**config.mk**
```make
export PLATFORM = sky130hd
export DESIGN_NAME = regfile_wr_arbiter_flat
export DESIGN_NICKNAME = d
export VERILOG_FILES = /design/src/rtl/regfile_wr_arbiter_if.sv /design/src/rtl/regfile_wr_arbiter.sv /design/src/flat_wrapper.sv
export SDC_FILE = /design/constraint.sdc
export NUM_CORES = 1
export LEC_CHECK = 0
export BUFFER_PORTS_ARGS = -buffer_cell sky130_fd_sc_hd__buf_2
export CORE_MARGIN = 5
export CORE_UTILIZATION = 35
export CTS_BUF_LIST = sky130_fd_sc_hd__clkbuf_2 sky130_fd_sc_hd__clkbuf_4 sky130_fd_sc_hd__clkbuf_8
export CTS_CLUSTER_DIAMETER = 150
export DETAILED_ROUTE_END_ITERATION = 8
export HOLD_SLACK_MARGIN = 0.15
export SYNTH_ARGS = -nofsm -noshare
export SYNTH_HDL_FRONTEND = slang
export SYNTH_SLANG_ARGS = --single-unit
```
**constraint.sdc**
```tcl
create_clock -name clk -period 3.2 [get_ports clk]
set_input_delay 0.16 -clock clk [delete_from_list [all_inputs] [get_ports clk]]
set_output_delay 0.16 -clock clk [all_outputs]
set_load 0.05 [all_outputs]
```
**src/rtl/regfile_wr_arbiter_if.sv**
```systemverilog
// Write-port bundle for regfile_wr_arbiter: writeback and mult/div producers,
// decode hazard lookups, and the registered register-bank write port.
interface regfile_wr_arbiter_if #(
    parameter int DATA_W     = 32,
    parameter int ADDR_W     = 5,
    parameter int FIFO_DEPTH = 4
);
    localparam int CNT_W = $clog2(FIFO_DEPTH) + 1;

    logic              wb_valid;
    logic [ADDR_W-1:0] wb_addr;
    logic [DATA_W-1:0] wb_data;
    logic              md_valid;
    logic              md_ready;
    logic [ADDR_W-1:0] md_addr;
    logic [DATA_W-1:0] md_data;
    logic [ADDR_W-1:0] rs_addr;
    logic [ADDR_W-1:0] rt_addr;
    logic              haz_a;
    logic              haz_b;
    logic              stall_req;
    logic [CNT_W-1:0]  fifo_count;
    logic              rf_we;
    logic [ADDR_W-1:0] rf_waddr;
    logic [DATA_W-1:0] rf_wdata;

    // Producer / decode side
    modport master (
        output wb_valid, wb_addr, wb_data,
        output md_valid, md_addr, md_data,
        output rs_addr, rt_addr,
        input  md_ready, haz_a, haz_b, stall_req, fifo_count,
        input  rf_we, rf_waddr, rf_wdata
    );

    // Arbiter side
    modport slave (
        input  wb_valid, wb_addr, wb_data,
        input  md_valid, md_addr, md_data,
        input  rs_addr, rt_addr,
        output md_ready, haz_a, haz_b, stall_req, fifo_count,
        output rf_we, rf_waddr, rf_wdata
    );
endinterface

```
**src/rtl/regfile_wr_arbiter.sv**
```systemverilog
// Register-bank write-port arbiter. Pipeline writeback always wins the port;
// mult/div results wait in a small FIFO and drain on idle slots. Writes to r0
// are discarded, decode gets read-after-write hazard flags, and the pipeline
// is asked to freeze when the FIFO head has been blocked too long.
module regfile_wr_arbiter #(
    parameter int DATA_W     = 32,
    parameter int ADDR_W     = 5,
    parameter int FIFO_DEPTH = 4,
    parameter int MAX_WAIT   = 3
) (
    input  logic                  clk,
    input  logic                  rst,
    regfile_wr_arbiter_if.slave   bus
);
    localparam int PTR_W  = $clog2(FIFO_DEPTH);
    localparam int CNT_W  = PTR_W + 1;
    localparam int WAIT_W = $clog2(MAX_WAIT + 1);

    localparam logic [CNT_W-1:0]  DEPTH_C     = CNT_W'(FIFO_DEPTH);
    localparam logic [CNT_W-1:0]  CNT_ZERO_C  = {CNT_W{1'b0}};
    localparam logic [WAIT_W-1:0] MAX_WAIT_C  = WAIT_W'(MAX_WAIT);
    localparam logic [ADDR_W-1:0] ZERO_ADDR_C = {ADDR_W{1'b0}};

    // FIFO storage and bookkeeping
    logic [ADDR_W-1:0] fifo_addr_r [FIFO_DEPTH];
    logic [DATA_W-1:0] fifo_data_r [FIFO_DEPTH];
    logic [PTR_W-1:0]  rd_ptr_r;
    logic [PTR_W-1:0]  wr_ptr_r;
    logic [CNT_W-1:0]  count_r;
    logic [WAIT_W-1:0] wait_cnt_r;

    // Registered write port
    logic              rf_we_r;
    logic [ADDR_W-1:0] rf_waddr_r;
    logic [DATA_W-1:0] rf_wdata_r;

    // Per-cycle decisions
    logic md_ready_s;
    logic push_s;
    logic pop_s;
    logic wb_write_s;
    logic fifo_empty_s;
    logic hit_a_s;
    logic hit_b_s;
    logic haz_a_s;
    logic haz_b_s;
    logic stall_req_s;

    // Accept/grant decisions; md_ready uses the count before any same-cycle pop
    always_comb begin
        md_ready_s   = 1'b0;
        fifo_empty_s = (count_r == CNT_ZERO_C);
        if (rst) begin
            md_ready_s = 1'b0;
        end else begin
            md_ready_s = (count_r < DEPTH_C);
        end
        push_s      = bus.md_valid && md_ready_s && (bus.md_addr != ZERO_ADDR_C);
        wb_write_s  = bus.wb_valid && (bus.wb_addr != ZERO_ADDR_C);
        // A writeback to r0 still owns the slot, so the FIFO only drains when wb_valid is low
        pop_s       = !rst && !bus.wb_valid && !fifo_empty_s;
        stall_req_s = !rst && (wait_cnt_r == MAX_WAIT_C);
    end

    // Search occupied FIFO entries for pending writes to either decode source
    always_comb begin
        logic [PTR_W-1:0] off_v;
        logic             occ_v;
        hit_a_s = 1'b0;
        hit_b_s = 1'b0;
        off_v   = {PTR_W{1'b0}};
        occ_v   = 1'b0;
        for (int i = 0; i < FIFO_DEPTH; i++) begin
            off_v   = PTR_W'(i) - rd_ptr_r;
            occ_v   = ({1'b0, off_v} < count_r);
            hit_a_s = hit_a_s | (occ_v & (fifo_addr_r[i] == bus.rs_addr));
            hit_b_s = hit_b_s | (occ_v & (fifo_addr_r[i] == bus.rt_addr));
        end
    end

    // Hazard flags include the write currently on the port, since the bank's
    // registered read still returns the old value on that cycle
    always_comb begin
        haz_a_s = !rst && (bus.rs_addr != ZERO_ADDR_C) &&
                  (hit_a_s || (rf_we_r && (rf_waddr_r == bus.rs_addr)));
        haz_b_s = !rst && (bus.rt_addr != ZERO_ADDR_C) &&
                  (hit_b_s || (rf_we_r && (rf_waddr_r == bus.rt_addr)));
    end

    // FIFO payload storage; contents are don't-care until counted as occupied
    always_ff @(posedge clk) begin
        if (push_s) begin
            fifo_addr_r[wr_ptr_r] <= bus.md_addr;
            fifo_data_r[wr_ptr_r] <= bus.md_data;
        end
    end

    // FIFO pointers, occupancy, starvation counter and the registered write port
    always_ff @(posedge clk) begin
        if (rst) begin
            rd_ptr_r   <= {PTR_W{1'b0}};
            wr_ptr_r   <= {PTR_W{1'b0}};
            count_r    <= CNT_ZERO_C;
            wait_cnt_r <= {WAIT_W{1'b0}};
            rf_we_r    <= 1'b0;
            rf_waddr_r <= ZERO_ADDR_C;
            rf_wdata_r <= {DATA_W{1'b0}};
        end else begin
            if (push_s) begin
                wr_ptr_r <= wr_ptr_r + PTR_W'(1);
            end
            if (pop_s) begin
                rd_ptr_r <= rd_ptr_r + PTR_W'(1);
            end

            case ({push_s, pop_s})
                2'b10:   count_r <= count_r + CNT_W'(1);
                2'b01:   count_r <= count_r - CNT_W'(1);
                default: count_r <= count_r;
            endcase

            if (wb_write_s) begin
                rf_we_r    <= 1'b1;
                rf_waddr_r <= bus.wb_addr;
                rf_wdata_r <= bus.wb_data;
            end else if (pop_s) begin
                rf_we_r    <= 1'b1;
                rf_waddr_r <= fifo_addr_r[rd_ptr_r];
                rf_wdata_r <= fifo_data_r[rd_ptr_r];
            end else begin
                rf_we_r    <= 1'b0;
            end

            if (pop_s || fifo_empty_s) begin
                wait_cnt_r <= {WAIT_W{1'b0}};
            end else if (bus.wb_valid && (wait_cnt_r != MAX_WAIT_C)) begin
                wait_cnt_r <= wait_cnt_r + WAIT_W'(1);
            end else begin
                wait_cnt_r <= wait_cnt_r;
            end
        end
    end

    assign bus.md_ready   = md_ready_s;
    assign bus.haz_a      = haz_a_s;
    assign bus.haz_b      = haz_b_s;
    assign bus.stall_req  = stall_req_s;
    assign bus.fifo_count = count_r;
    assign bus.rf_we      = rf_we_r;
    assign bus.rf_waddr   = rf_waddr_r;
    assign bus.rf_wdata   = rf_wdata_r;
endmodule
```
**src/flat_wrapper.sv**
```systemverilog
// flat-port wrapper written by rule: the top's interface ports become plain ports
module regfile_wr_arbiter_flat 
#(
    parameter int DATA_W     = 32,
    parameter int ADDR_W     = 5,
    parameter int FIFO_DEPTH = 4,
    parameter int MAX_WAIT   = 3
)
  (clk, rst, bus_wb_valid, bus_wb_addr, bus_wb_data, bus_md_valid, bus_md_addr, bus_md_data, bus_rs_addr, bus_rt_addr, bus_md_ready, bus_haz_a, bus_haz_b, bus_stall_req, bus_fifo_count, bus_rf_we, bus_rf_waddr, bus_rf_wdata);
  regfile_wr_arbiter_if #(.DATA_W(DATA_W), .ADDR_W(ADDR_W), .FIFO_DEPTH(FIFO_DEPTH)) bus_i ();
  input  logic clk;
  input  logic rst;
  input wire logic [$bits(bus_i.wb_valid)-1:0] bus_wb_valid;
  input wire logic [$bits(bus_i.wb_addr)-1:0] bus_wb_addr;
  input wire logic [$bits(bus_i.wb_data)-1:0] bus_wb_data;
  input wire logic [$bits(bus_i.md_valid)-1:0] bus_md_valid;
  input wire logic [$bits(bus_i.md_addr)-1:0] bus_md_addr;
  input wire logic [$bits(bus_i.md_data)-1:0] bus_md_data;
  input wire logic [$bits(bus_i.rs_addr)-1:0] bus_rs_addr;
  input wire logic [$bits(bus_i.rt_addr)-1:0] bus_rt_addr;
  output wire logic [$bits(bus_i.md_ready)-1:0] bus_md_ready;
  output wire logic [$bits(bus_i.haz_a)-1:0] bus_haz_a;
  output wire logic [$bits(bus_i.haz_b)-1:0] bus_haz_b;
  output wire logic [$bits(bus_i.stall_req)-1:0] bus_stall_req;
  output wire logic [$bits(bus_i.fifo_count)-1:0] bus_fifo_count;
  output wire logic [$bits(bus_i.rf_we)-1:0] bus_rf_we;
  output wire logic [$bits(bus_i.rf_waddr)-1:0] bus_rf_waddr;
  output wire logic [$bits(bus_i.rf_wdata)-1:0] bus_rf_wdata;
  assign bus_i.wb_valid = bus_wb_valid;
  assign bus_i.wb_addr = bus_wb_addr;
  assign bus_i.wb_data = bus_wb_data;
  assign bus_i.md_valid = bus_md_valid;
  assign bus_i.md_addr = bus_md_addr;
  assign bus_i.md_data = bus_md_data;
  assign bus_i.rs_addr = bus_rs_addr;
  assign bus_i.rt_addr = bus_rt_addr;
  assign bus_md_ready = bus_i.md_ready;
  assign bus_haz_a = bus_i.haz_a;
  assign bus_haz_b = bus_i.haz_b;
  assign bus_stall_req = bus_i.stall_req;
  assign bus_fifo_count = bus_i.fifo_count;
  assign bus_rf_we = bus_i.rf_we;
  assign bus_rf_waddr = bus_i.rf_waddr;
  assign bus_rf_wdata = bus_i.rf_wdata;
  regfile_wr_arbiter #(.DATA_W(DATA_W), .ADDR_W(ADDR_W), .FIFO_DEPTH(FIFO_DEPTH), .MAX_WAIT(MAX_WAIT)) u_core (.clk(clk), .rst(rst), .bus(bus_i));
endmodule
```
# Word-level counts from Yosys, hierarchy flattened
# Memories as Yosys holds them, arrays and structs flattened. A register that Yosys moved wholly into a read port is not among the register bits.
# Cells that the tools add are included.
[classes]
order_cmp = 5
n_reduce_logical = 27
n_shift = 0
n_div = 0
n_mux = 14
n_bitwise = 14
mul = 0
add_sub_neg = 9
n_eq_ne = 14
[ops]
columns = ["cell", "n"]
rows = [
  ["$mux W32", 2],
  ["$eq A5 B5 Y1", 10],
  ["$reduce_bool A5 Y1", 4],
  ["$logic_and A1 B1 Y1", 13],
  ["$lt A2 B3 Y1", 4],
  ["$mux W5", 2],
  ["$and A1 B1 Y1", 8],
  ["$mux W2", 4],
  ["$add A2 B1 Y2 const B", 3],
  ["$or A1 B1 Y1", 6],
  ["$pmux W3 S2", 1],
  ["$mux W1", 5],
  ["$eq A2 B2 Y1 const B", 2],
  ["$reduce_bool A2 Y1", 2],
  ["$sub A1 B2 Y2 const A", 2],
  ["$sub A2 B2 Y2 const A", 2],
  ["$add A3 B1 Y3 const B", 1],
  ["$logic_not A1 Y1", 3],
  ["$logic_not A3 Y1", 1],
  ["$logic_or A1 B1 Y1", 3],
  ["$lt A3 B3 Y1 const B", 1],
  ["$sub A3 B1 Y3 const B", 1],
  ["$eq A2 B1 Y1 const B", 1],
  ["$ne A2 B2 Y1 const B", 1],
  ["$reduce_or A2 Y1", 1],
]
[word_totals]
elab_cells = 92
ram_bits = 148
rom_bits = 0
output_inout_bits = 45
latch_bits = 0
memories = 2
register_bits = 47
inputBits = 88
[memory_table]
columns = ["memory", "depth", "word_bits", "read_ports", "rd_ports_with_merged_regs", "write_ports", "line_no", "source"]
rows = [
  ["u_core.fifo_data_r", 4, 32, 1, 1, 1, "regfile_wr_arbiter.sv:26", "logic [DATA_W-1:0] fifo_data_r [FIFO_DEPTH];"],
  ["u_core.fifo_addr_r", 4, 5, 5, 1, 1, "regfile_wr_arbiter.sv:25", "logic [ADDR_W-1:0] fifo_addr_r [FIFO_DEPTH];"],
]

# Longest topological paths before layout
[depth]
ltp_word = 8
mapped_depth = 11

# Least setup slack after synthesis
# OpenSTA, ideal clock, no wires.
[synth_timing]
kind = "register to output"
start = "register u_core.count_r[1], in the netlist u_core.bus.fifo_count[1]"
end = "output bus_haz_b"
path_stages_with_launch = 8
n_path_buf = 0
t_arrival_ps = 3153
setup_slack_ps = -113
cell_sequence = "dfxtp_1 > inv_1 > ha_1 > a21boi_0 > o21ba_2 > nor4_1 > a31oi_1 > a311oi_1"
[synth_between]
elab_chain_len = 7
elab_cells_between_ends = 13
cone_classes = "4 x order compare; 7 x bitwise; 2 x reduce/logical"
[synth_lines]
columns = ["item", "line_no", "source"]
rows = [
  ["from (decl)", "regfile_wr_arbiter.sv:29", "logic [CNT_W-1:0] count_r;"],
  ["from (signal assigned)", "regfile_wr_arbiter.sv:117", "2'b10: count_r <= count_r + CNT_W'(1);"],
  ["from (signal assigned)", "regfile_wr_arbiter.sv:118", "2'b01: count_r <= count_r - CNT_W'(1);"],
  ["from (signal assigned)", "regfile_wr_arbiter.sv:119", "default: count_r <= count_r;"],
  ["$lt A2 B3 Y1", "regfile_wr_arbiter.sv:75", "occ_v = ({1'b0, off_v} < count_r);"],
  ["$and A1 B1 Y1", "regfile_wr_arbiter.sv:77", "hit_b_s = hit_b_s | (occ_v & (fifo_addr_r[i] == bus.rt_addr));"],
  ["$or A1 B1 Y1 (2 in series)", "regfile_wr_arbiter.sv:77", ""],
  ["$or A1 B1 Y1 *", "regfile_wr_arbiter.sv:77", ""],
  ["$logic_or A1 B1 Y1 *", "regfile_wr_arbiter.sv:87", "(hit_b_s || (rf_we_r && (rf_waddr_r == bus.rt_addr)));"],
  ["$logic_and A1 B1 Y1 *", "regfile_wr_arbiter.sv:86", "haz_b_s = !rst && (bus.rt_addr != ZERO_ADDR_C) &&"],
  ["to (decl)", "flat_wrapper.sv:23", "output wire logic [$bits(bus_i.haz_b)-1:0] bus_haz_b;"],
]
# Mark *: on every way between the ends. The rest lies on a longest branch, timed or not.

# Worst setup path after layout
[layout_timing]
start = "register u_core.count_r[1], in the netlist u_core.bus.fifo_count[1]"
end = "output bus_haz_a"
[layout_between]
elab_chain_len = 7
elab_cells_between_ends = 13
cone_classes = "4 x order compare; 7 x bitwise; 2 x reduce/logical"
[layout_lines]
columns = ["item", "line_no", "source"]
rows = [
  ["$lt A2 B3 Y1", "regfile_wr_arbiter.sv:75", ""],
  ["$and A1 B1 Y1", "regfile_wr_arbiter.sv:76", "hit_a_s = hit_a_s | (occ_v & (fifo_addr_r[i] == bus.rs_addr));"],
  ["$or A1 B1 Y1 (2 in series)", "regfile_wr_arbiter.sv:76", ""],
  ["$or A1 B1 Y1 *", "regfile_wr_arbiter.sv:76", ""],
  ["$logic_or A1 B1 Y1 *", "regfile_wr_arbiter.sv:85", "(hit_a_s || (rf_we_r && (rf_waddr_r == bus.rs_addr)));"],
  ["$logic_and A1 B1 Y1 *", "regfile_wr_arbiter.sv:84", "haz_a_s = !rst && (bus.rs_addr != ZERO_ADDR_C) &&"],
  ["to (decl)", "flat_wrapper.sv:22", "output wire logic [$bits(bus_i.haz_a)-1:0] bus_haz_a;"],
]
# Marks and branches as above.

==> results.toml <==
[outcome]
status = "completed"

[detailed_routing]
ant_nets = 0
drc_errors = 0
finalWirelength_mm = 20.5
dr_total_vias = 5477
firstDrtPassIters = 5
drt-vias-per-instance = 4.92
drtIter0Drc = 405
drt-wirelength-per-cell_um = 18.4

[floorplanning]
start_util_pct = 35.4
io_pins = 133
dieHeight_um = 164
fp.dieW_um = 164
core_area_um2 = 23400
die-area_um2 = 26900
core.rowCount = 56

[timing]
rsz0062_at_grt = "no"
finalHoldViolCount = 0
fin_setup_tns_ns = 0
worstMarginPinSlew_ns = 0.757
drv_slew = 0
fmax_mhz = 339
max_slew_margin_pct = 49.5
fin_skew_ns = 0.0169
final.min_clock_period_ns = 2.95
finalCritPeriodShare_pct = 92.2
setup_violations = 0
fin_ws_ns = 0.250

[finish]
final_cells = 1113
drive_gt1_share_pct = 28.6
fin_nets = 879
postLayoutCoreUtil_pct = 45.5
syn_to_final_growth_pct = 28.6

[yosys]
synth_area_leaders = "edfxtp_1 (54%), dfxtp_1 (12%), mux4_2 (10%), a311oi_1 (3.3%), xor2_1 (3.3%)"
syn_area_per_cell_um2 = 14.6
synth_edf_count = 148
yosysWarningCount = 0
syn_inst = 566
ys_ff_latch = 197
synthTopCellsByCount = "edfxtp_1 (148), nand2_1 (72), dfxtp_1 (49), nor2_1 (49), mux4_2 (37)"
syn_nets = 665
synth_compound_area_share_pct = 5.72
synth_area_um2 = 8290
synth_top_area_cell = "edfxtp_1"
synth_top_area_share_pct = 53.6
yosysSeqAreaShare_pct = 65.5
ys_dominant_reg_cell = "edfxtp_1"
synth_top_family_by_area = "multiplexers"
synthAdderAreaFrac_pct = 1.75
synth_cell_type_count = 39
synthSimpleGateAreaFrac_pct = 7.99
synth.most_common_cell = "edfxtp_1"
synthXorXnorAreaFrac_pct = 6.02
muxShareOfSynthArea_pct = 10.3
async_flop_share_pct = 0

[global_route]
grt_max_degree = 62
grt.met1_usage_pct = 19.5
grt_pass1_wl_mm = 32.4
grt_usage_pct = 15.7
busiest_layer = "met2"
grt-ovfl-total = 0
grt_pass1_vias = 5908
grt_use_met3_pct = 3.31
antenna_found_initial = 2
gr-usage-met2_pct = 27.2

[power]
pwr_density_cell_nw_per_um2 = 525
leakage_nw = 3.79
peakVddDrop_mv = 0.255
p_total_mw = 5.59

[placed_design]
gp_congestion = 0.877
dpl.cell_count = 988
hpwl_mm = 14.1
dpl_worst_slack_ns = 0.750
io_buffers = 132

[setup_path]
worstReg2RegStart = "u_core.bus.fifo_count[0]"
startpoint_type = "register"
cp_max_fo = 5
cp.arrival_ns = 2.79
critPathKind = "reg2out"
startpoint = "u_core.bus.fifo_count[1]"
cp-end-kind = "output pin"
required_ns = 3.04

[cts]
worstSkewPairLatency_ns = 0.47
clkTransAtPathRegs_ns = 0.11
cts_tree = "built"
cts_buffers = 17
clock-root-buffer = "clkbuf_8"
clock_sinks = 197
h-tree-depth = 4
cts_buffer_depth = 2

[flow_run]
drv_cap = 0

[hold_path]
hold_path.class = "in2reg"
worstHoldStart = "rst"
## worst max-delay path: stages, from the launching register on
cell and delay [ns]:
dfxtp_1 0.41, inv_1 0.15, ha_1 0.34, a21boi_0 0.13
o21ba_2 0.23, nor4_1 0.33, a31oi_1 0.10, a311oi_2 0.32
buf_2 0.32
## kinds of logic after synthesis
| family | after synthesis |
|---|---|
| mux | 39 |
| flops | 197 |
| fa+ha+maj | 11 |
| compound gates | 60 |
| xor+xnor | 57 |
| buf+inv | 47 |
| simple gates | 155 |
## what timing repair did
action | in CTS | in global routing
hold buffers | 92 | 0
setup buffers | 0 | 0
gates resized for setup | 0 | 0
endpoints found under the hold margin | 187 | 0
## final cells by class
cell class / instances / area [µm²]
timing repair buffer: 234 / 1690
tap: 319 / 399
antenna: 1 / 2.50
multi-input combinational: 322 / 2660
fill: 2111 / 12700
inverter: 8 / 30.0
clock buffer: 17 / 234
sequential: 197 / 5430
clock inverter: 15 / 213
## final timing paths
path,end,slack [ns],cells after the start
min reg2reg,u_core.bus.rf_wdata[14],0.47,2
max,bus_haz_a,0.25,8
min,u_core.bus.rf_wdata[31],0.18,2
max reg2reg,u_core.bus.rf_wdata[16],0.62,5
## cell usage in the layout, fill, tap and decap left out, types with 7 or more instances in the layout
cell / instances
edfxtp_1: 148
buf_2: 132
dlygate4sd3_1: 92
nand2_1: 72
nor2_1: 48
dfxtp_1: 47
mux4_2: 37
xor2_1: 31
a311oi_1: 29
xnor2_1: 26
clkbuf_8: 17
a21oi_1: 11
ha_1: 10
nand3_1: 9
inv_1: 8
buf_4: 7
## routing by layer
metal	wire length [µm]	share of wire, %	vias up
li1	-	-	2541
met1	8410	41	2739
met2	10600	52	163
met3	1030	5.0	32
met4	422	2.1	2
met5	11	0.054	-
## flip-flops by register name, indices dropped and copies added (netlist names), named ones only
register and count:
u_core.bus.rf_wdata 32, u_core.wait_cnt_r 2, u_core.bus.fifo_count 3, u_core.fifo_data_r 128, u_core.bus.rf_we 1, u_core.wr_ptr_r 2, u_core.rd_ptr_r 2, u_core.fifo_addr_r 20
u_core.bus.rf_waddr 5
## metrics by stage
step           instance area, µm²  hold slack [ns]
6_report                    10700            0.181
5_1_grt                     10700            0.158
4_1_cts                     10700            0.151
3_5_place_dp                 9290            0.383
3_3_place_gp                 9290            0.372
2_1_floorplan                8300            0.259
## power by group
part	switching (mW)	total, mW	internal (mW)
Combinational	0.568	0.971	0.403
Sequential	0.0746	2.92	2.85
Clock	0.957	1.70	0.742
Total	1.60	5.59	3.99
No activity file was read; power rests on OpenSTA's default activity.
